$ cat config.mk
export PLATFORM = sky130hd
export DESIGN_NAME = router_pkt_fifo
export DESIGN_NICKNAME = d
export VERILOG_FILES = /design/src/rtl/router_pkt_fifo.sv
export SDC_FILE = /design/constraint.sdc
export NUM_CORES = 1
export LEC_CHECK = 0
export CORE_MARGIN = 4
export CORE_UTILIZATION = 38
export CTS_CLUSTER_DIAMETER = 60
export DETAILED_ROUTE_END_ITERATION = 10
export SYNTH_ARGS = -nofsm -noshare
export SYNTH_HDL_FRONTEND = slang
export SYNTH_SLANG_ARGS = --single-unit
$ cat constraint.sdc
create_clock -name clock -period 3.6 [get_ports clock]
set_input_delay 0.36 -clock clock [delete_from_list [all_inputs] [get_ports clock]]
set_output_delay 0.36 -clock clock [all_outputs]
set_load 0.02 [all_outputs]
$ cat src/rtl/router_pkt_fifo.sv
`default_nettype none
// +----------------------------------------------------------------------------+
// | Module   : router_pkt_fifo                                                 |
// | Function : packet-aware output FIFO with header tagging, per-packet byte   |
// |            countdown, occupancy/almost-full status and end-of-packet pulse.|
// | Option   : define ROUTER_FIFO_ERR_EN for sticky overflow/underflow err.    |
// | Revision : 1.0 - initial release                                           |
// +----------------------------------------------------------------------------+
module router_pkt_fifo #(
   parameter int DATA_W    = 8,
   parameter int DEPTH     = 16,
   parameter int AF_THRESH = DEPTH - 2
) (
   input  logic                       clock,
   input  logic                       resetn,
   input  logic                       soft_reset,
   input  logic                       write_enb,
   input  logic                       read_enb,
   input  logic                       lfd_state,
   input  logic [DATA_W-1:0]          data_in,
   output logic [DATA_W-1:0]          data_out,
   output logic                       empty,
   output logic                       full,
   output logic                       almost_full,
   output logic [$clog2(DEPTH):0]     level,
   output logic [DATA_W-2:0]          pkt_remaining,
   output logic                       pkt_done,
   output logic                       err
);

   localparam int                 c_AW        = $clog2(DEPTH);
   localparam logic [c_AW:0]      c_AF_THRESH = (c_AW + 1)'(AF_THRESH);
   localparam logic [c_AW:0]      c_PTR_ONE   = (c_AW + 1)'(1);
   localparam logic [DATA_W-2:0]  c_REM_ONE   = (DATA_W - 1)'(1);

   logic [DATA_W:0]      r_mem [DEPTH];
   logic [c_AW:0]        r_wr_ptr;
   logic [c_AW:0]        r_rd_ptr;
   logic                 r_lfd_q;
   logic [DATA_W-1:0]    r_data_out;
   logic [DATA_W-2:0]    r_pkt_remaining;
   logic                 r_pkt_done;

   logic                 w_empty;
   logic                 w_full;
   logic                 w_wr_accept;
   logic                 w_rd_accept;
   logic [DATA_W:0]      w_rd_entry;
   logic [DATA_W-2:0]    w_hdr_count;
   logic [c_AW:0]        w_level;

   assign w_empty     = (r_wr_ptr == r_rd_ptr);
   assign w_full      = (r_wr_ptr[c_AW] != r_rd_ptr[c_AW]) &&
                        (r_wr_ptr[c_AW-1:0] == r_rd_ptr[c_AW-1:0]);
   assign w_wr_accept = write_enb && !w_full;
   assign w_rd_accept = read_enb && !w_empty;
   assign w_level     = r_wr_ptr - r_rd_ptr;
   assign w_rd_entry  = r_mem[r_rd_ptr[c_AW-1:0]];
   // Header length plus the trailing parity byte.
   assign w_hdr_count = {1'b0, w_rd_entry[DATA_W-1:2]} + c_REM_ONE;

   always_ff @(posedge clock) begin
      if (w_wr_accept) begin
         r_mem[r_wr_ptr[c_AW-1:0]] <= {r_lfd_q, data_in};
      end
   end

   always_ff @(posedge clock) begin
      if (!resetn) begin
         r_lfd_q <= 1'b0;
      end else begin
         r_lfd_q <= lfd_state;
      end
   end

   always_ff @(posedge clock) begin
      if (!resetn || soft_reset) begin
         r_wr_ptr        <= '0;
         r_rd_ptr        <= '0;
         r_data_out      <= '0;
         r_pkt_remaining <= '0;
         r_pkt_done      <= 1'b0;
      end else begin
         r_pkt_done <= 1'b0;
         if (w_wr_accept) begin
            r_wr_ptr <= r_wr_ptr + c_PTR_ONE;
         end
         if (w_rd_accept) begin
            r_data_out <= w_rd_entry[DATA_W-1:0];
            r_rd_ptr   <= r_rd_ptr + c_PTR_ONE;
            if (w_rd_entry[DATA_W]) begin
               r_pkt_remaining <= w_hdr_count;
            end else if (r_pkt_remaining != '0) begin
               r_pkt_remaining <= r_pkt_remaining - c_REM_ONE;
               r_pkt_done      <= (r_pkt_remaining == c_REM_ONE);
            end
         end
      end
   end

`ifdef ROUTER_FIFO_ERR_EN
   logic r_err;

   always_ff @(posedge clock) begin
      if (!resetn || soft_reset) begin
         r_err <= 1'b0;
      end else if ((write_enb && w_full) || (read_enb && w_empty)) begin
         r_err <= 1'b1;
      end
   end

   assign err = r_err;
`else
   assign err = 1'b0;
`endif

   assign data_out      = r_data_out;
   assign empty         = w_empty;
   assign full          = w_full;
   assign almost_full   = (w_level >= c_AF_THRESH);
   assign level         = w_level;
   assign pkt_remaining = r_pkt_remaining;
   assign pkt_done      = r_pkt_done;

endmodule
`default_nettype wire
==> results of run 1 <==
==> flip-flops by register name, summed over array words and instances (netlist names), named ones only <==
register / flops
r_mem: 144
r_wr_ptr: 5
r_rd_ptr: 5
data_out: 8
r_lfd_q: 1
pkt_done: 1
pkt_remaining: 7
==> cell families after synthesis <==
kind of cell / Yosys count
muxes: 40
other: 1
buffers and inverters: 30
DFF: 175
and+or+nand+nor: 103
AOI/OAI and AO/OA: 53
adders and majority gates: 14
xor gates and xnor gates: 14
==> synthesized netlist by cell type (all sizes together) <==
master	instances
mux2i	1
o21ai	9
a21o	2
fa	1
nor4b	3
a31o	1
xor2	9
nand2b	3
clkbuf	10
dfxtp	31
and2	4
edfxtp	144
xnor2	5
o21a	1
nand4b	2
o221a	1
nand2	34
mux4	39
a21oi	21
nor3	6
nor2b	7
nor2	29
nand3	6
nand4	5
inv	10
ha	13
or3	2
a211oi	1
o22ai	3
buf	10
nor3b	1
a22oi	12
conb	1
a32o	1
a311oi	1
and3	1
==> worst max-delay path, stage by stage, from the launching register on <==
cell             delay (ns)
dfxtp_1                0.35
inv_1                  0.11
ha_1                   0.15
inv_1                  0.06
fa_1                   0.40
a21o_1                 0.17
a21oi_1                0.18
xor2_1                 0.22
a31o_2                 0.13
clkdlybuf4s50_1        0.60
==> cell usage in the layout (no fill, tap or decap), types with 2 or more instances in the layout <==
cell               n
nand4b_1           2
clkinvlp_4         4
inv_1             10
nor2b_1            7
nor2_1            29
clkbuf_16         17
ha_1              13
or3_1              2
nand2b_1           3
nor4b_1            2
and2_1             4
nand3_1            6
a21o_1             2
mux4_2            31
a21oi_1           20
bufinv_16          2
nor3_1             6
o21ai_0            4
xor2_1             9
a22oi_1            8
xnor2_1            5
nand4_1            5
o22ai_1            3
o21ai_1            5
nand2_1           31
clkdlybuf4s50_1   37
mux4_1             8
a22oi_2            4
nand2_2            3
edfxtp_1         144
buf_4             23
clkbuf_1           3
dfxtp_1           30
clkinv_2           3
==> worst min path at each step <==
stage | startpoint | endpoint | slack [ns] | cells past startpoint
2_1_floorplan | data_in[0] | r_mem[0][0]$_DFFE_PP_ | 0.46 | 0
3_3_place_gp | data_out[4]$_SDFFE_PP0N_ | data_out[4]$_SDFFE_PP0N_ | 0.44 | 2
3_5_place_dp | data_out[4]$_SDFFE_PP0N_ | data_out[4]$_SDFFE_PP0N_ | 0.45 | 2
4_1_cts | data_out[4]$_SDFFE_PP0N_ | data_out[4]$_SDFFE_PP0N_ | 0.46 | 2
5_1_grt | data_out[2]$_SDFFE_PP0N_ | data_out[2]$_SDFFE_PP0N_ | 0.48 | 2
6_report | data_out[4]$_SDFFE_PP0N_ | data_out[4]$_SDFFE_PP0N_ | 0.45 | 2
==> per-stage QoR <==
stage | instance area (um^2) | hold WS [ns] | utilization, %
2_1_floorplan | 7180 | 0.459 | -
3_3_place_gp | 7900 | 0.445 | 42.4
4_1_cts | 8450 | 0.456 | 45.3
3_5_place_dp | 7900 | 0.448 | 42.4
6_report | 8450 | 0.453 | 45.3
5_1_grt | 8450 | 0.479 | 45.3
==> report_power, final <==
part	internal, W	switching (W)	total [W]
Sequential	0.00220	0.0000119	0.00222
Combinational	0.0000716	0.0000972	0.000169
Clock	0.00101	0.000719	0.00173
Total	0.00329	0.000828	0.00412
==> metal layers <==
layer  wire [um]  vias to the layer above  GRT usage (%)  part of all wire [%]
met2        7440                      117           24.0                    49
met5           0                        -              0                     0
met1        6720                     1948           20.2                    44
li1            -                     1791              -                     -
met4          41                        0           4.13                  0.27
met3        1020                        4           3.61                   6.7
==> layout make-up <==
class                      count  area (um^2)
clock inverter                11          118
clock buffer                  20          437
fill                        1593        10200
timing repair buffer          60          543
tap                          234          293
multi-input combinational    225         2080
inverter                      10         37.5
sequential                   175         4950
==> out/qor.yml, run 1 <==
numPortBuffers: 37
p_leak_nw: 2.70
crit_end: "almost_full"
synth-simple-area-share_pct: 6.95
relSlewSlack_pct: 36.2
clk_latency_ns: 0.42
worst_pin_slew_ns: 0.957
fp.dieW_um: 146
rsz0062_at_grt: "false"
crit_fanout: 5
wl_per_cell_um: 20.7
cts_tree: "done"
cts_buffers: 17
die-area_um2: 21200
synthXorXnorAreaFrac_pct: 1.71
path_class: "flop to output port"
holdBufCountCts: 0
final_layout_size_suffix_gt1_share_pct: 18.4
synth_mux_area_share_pct: 12.8
routabilityCongestion: 0.787
htree_levels: 4
dp_hpwl_mm: 9.65
syn_area_per_cell_um2: 16.7
startpoint: "r_wr_ptr[0]$_SDFFE_PP0P_"
period_minus_slack_ns: 3.15
r2r_setup_slack_ns: 0.85
finalHoldViolCount: 0
clk_path_buf_depth: 2
setup_viol: 0
timing.setup.tns_ns: 0
grt-ovfl-total: 0
synthesis.area_um2: 7180
ys_ff_latch: 175
cts_resized: 0
cp-start-kind: "flop"
slew_violations: 0
antenna_left: 0
wirelength_mm: 15.2
synth.largest_area_cell: "edfxtp_1"
grt_start_max_net_pins: 25
finalNetCount: 517
rows: 50
core_area_um2: 18600
synth_fp_nets: 458
num_vias: 3860
min_path_type: "flop to flop"
synth_top_area_share_pct: 60.2
crit_arrival_ns: 2.79
dp.cells: 704
grt_usage_pct: 14.8
ys_top_cells_by_area: "edfxtp_1, mux4_2, dfxtp_1"
area_growth_pct: 17.6
timing.fmax_mhz: 317
reg2reg_to: "pkt_remaining[5]$_SDFFE_PP0P_"
fin_ws_ns: 0.449
grt_pass1_wl_mm: 23.8
synth_compound_area_share_pct: 4.89
ios: 39
min_period_over_period_pct: 87.5
dr.pass1.iters: 5
n_antenna_cell: 0
synth_adder_area_share_pct: 2.54
finalClockSkew_ns: 0.0103
clkTransAtPathRegs_ns: 0.06
antenna_found_initial: 0
maxCapViolations: 0
drtIter0Drc: 354
yosysSeqAreaShare_pct: 68.8
status: "finished, final reports clean"
die_y_um: 146
pre_cts_slack_ns: 0.793
reg2regPathDepth: 7
instances_no_fill: 735
drc: 0
worst_setup_path_end_kind: "output port"
timing.critical_path.required_ns: 3.24
start_util_pct: 38.5
synthCells: 430
powerDensity_nw_per_um2: 487
ys_types: 45
synth_top_family_by_area: "multiplexers"
cts_setup_buffers: 0
max-vdd-ir-drop_mv: 0.267
finalPower_w: 0.00412
yosysWarnings: 0
cts-root-buf: "clkbuf_16"
viasPerCell: 5.25
first_global_vias: 3961
tritoncts_num_sinks: 175
Note: power is estimated with default switching activity, not from simulation.
==> run 2: changes to the inputs <==
--- a/config.mk
+++ b/config.mk
@@ -6,7 +6,7 @@
 export NUM_CORES = 1
 export LEC_CHECK = 0
 export CORE_MARGIN = 4
-export CORE_UTILIZATION = 38
+export CORE_UTILIZATION = 40
 export CTS_CLUSTER_DIAMETER = 60
 export DETAILED_ROUTE_END_ITERATION = 10
 export SYNTH_ARGS = -nofsm -noshare
==> out/qor.yml, run 2 (synthesis gave the netlist of run 1 again) <==
status: "finished, final reports clean"
cts_setup_buffers: 0
powerDensity_nw_per_um2: 490
numPortBuffers: 37
rsz0062_at_grt: "false"
timing.setup.tns_ns: 0
cp-start-kind: "flop"
period_minus_slack_ns: 3.14
die-area_um2: 20200
antenna_found_initial: 0
n_antenna_cell: 0
crit_fanout: 5
path_class: "flop to output port"
first_global_vias: 4011
finalClockSkew_ns: 0.0211
p_int_w: 0.00329
num_vias: 3961
crit_buf_inv: 3
dp_hpwl_mm: 9.47
core_area_um2: 17500
cts-root-buf: "clkbuf_16"
cts_tree: "done"
crit_slowest_cell: "clkdlybuf4s50_1"
timing.critical_path.required_ns: 3.24
max-vdd-ir-drop_mv: 0.346
setup_viol: 0
drc: 0
seqPwrFrac_pct: 53.5
finalPower_w: 0.00414
dp.cells: 694
crit_arrival_ns: 2.78
cpLargestDelayFamily: "buffers and inverters"
dr.pass1.iters: 5
holdBufCountCts: 0
finalHoldViolCount: 0
pwr-share-clk_pct: 42.4
p_switching_w: 0.000849
worst_setup_path_end_kind: "output port"
fin_util_pct: 48.4
grt-ovfl-total: 0
drtIter0Drc: 270
clk_path_buf_depth: 2
worst_pin_slew_ns: 0.930
final_common_cell: "edfxtp_1"
area_growth_pct: 17.7
min_period_over_period_pct: 87.1
relSlewSlack_pct: 38.0
fp.dieW_um: 142
rows: 48
fin_ws_ns: 0.463
routabilityCongestion: 0.806
finalNetCount: 516
final_layout_size_suffix_gt1_share_pct: 18.6
instances_no_fill: 725
wirelength_mm: 14.4
grt_start_max_net_pins: 37
crit_chain: "inv_1, ha_1, inv_1, fa_1, a21o_1, a21oi_1, xor2_1, a31o_2, clkdlybuf4s50_1"
tritoncts_num_sinks: 175
timing.fmax_mhz: 319
final_cell_mix: "edfxtp_1, clkdlybuf4s50_1, mux4_2, nand2_1, dfxtp_1"
slew_violations: 0
maxCapViolations: 0
combPwrFrac_pct: 4.2
clkTransAtPathRegs_ns: 0.06
cts_buffers: 17
antenna_left: 0
max_stage_delay_ns: 0.59
switching_share_pct: 20.5
crit_top_cell: "inv_1"
p_leak_nw: 2.72
start_util_pct: 41.1
ios: 39
wl_per_cell_um: 19.8
viasPerCell: 5.46
largest_reg_flops: 144
min_path_type: "flop to flop"
pre_cts_slack_ns: 0.885
htree_levels: 4
cts_resized: 0
die_y_um: 142
grt_pass1_wl_mm: 22.5
grt_usage_pct: 15.0
clk_latency_ns: 0.43
run 2: per-layer routing:
metal | GRT usage [%] | vias up | wire, um
li1 | - | 1797 | -
met1 | 20.7 | 2035 | 6510
met2 | 23.6 | 114 | 6890
met3 | 3.29 | 15 | 732
met4 | 5.56 | 0 | 239
met5 | 0 | - | 0
run 2: path summary, 6_finish.rpt:
check                            from                             to  slack [ns]  cells past startpoint
min reg2reg  data_out[0]$_SDFFE_PP0N_       data_out[0]$_SDFFE_PP0N_        0.45                      2
max reg2reg                      flop  pkt_remaining[2]$_SDFFE_PP0P_        0.99                      8
min          data_out[0]$_SDFFE_PP0N_       data_out[0]$_SDFFE_PP0N_        0.45                      2
max          r_wr_ptr[0]$_SDFFE_PP0P_                    almost_full        0.46                      9
run 2: layout make-up:
cell class	instances	area, um^2
Clock buffer	18	429
Clock inverter	13	136
Fill cell	1471	9020
Inverter	10	37.5
Multi-Input combinational cell	225	2080
Sequential cell	175	4950
Tap cell	225	282
Timing Repair Buffer	59	548
run 2: per-stage QoR:
stage | cell area (um^2) | hold WS (ns)
final | 8460 | 0.454
after global routing | 8460 | 0.470
after CTS | 8460 | 0.457
after detailed placement | 7890 | 0.448
after global placement | 7890 | 0.443
after floorplan | 7180 | 0.459
run 2: worst reg2reg max path, stage by stage, from the launching register on:
cell and delay, ns:
dfxtp_2 0.62, buf_4 0.33, mux4_2 0.52, a22oi_1 0.23, nand2_2 0.13, ha_1 0.24
xnor2_1 0.17, o21ai_1 0.08, a32o_1 0.20
run 2: power groups by stage:
stage | combinational [W] | clock (W) | sequential (W)
finish | 0.000173 | 0.00176 | 0.00221
global route | 0.000190 | 0.00188 | 0.00221
CTS | 0.000175 | 0.00180 | 0.00221
detailed placement | 0.000174 | 0 | 0.00226
global placement | 0.000171 | 0 | 0.00226
floorplan | 0.000102 | 0 | 0.00226
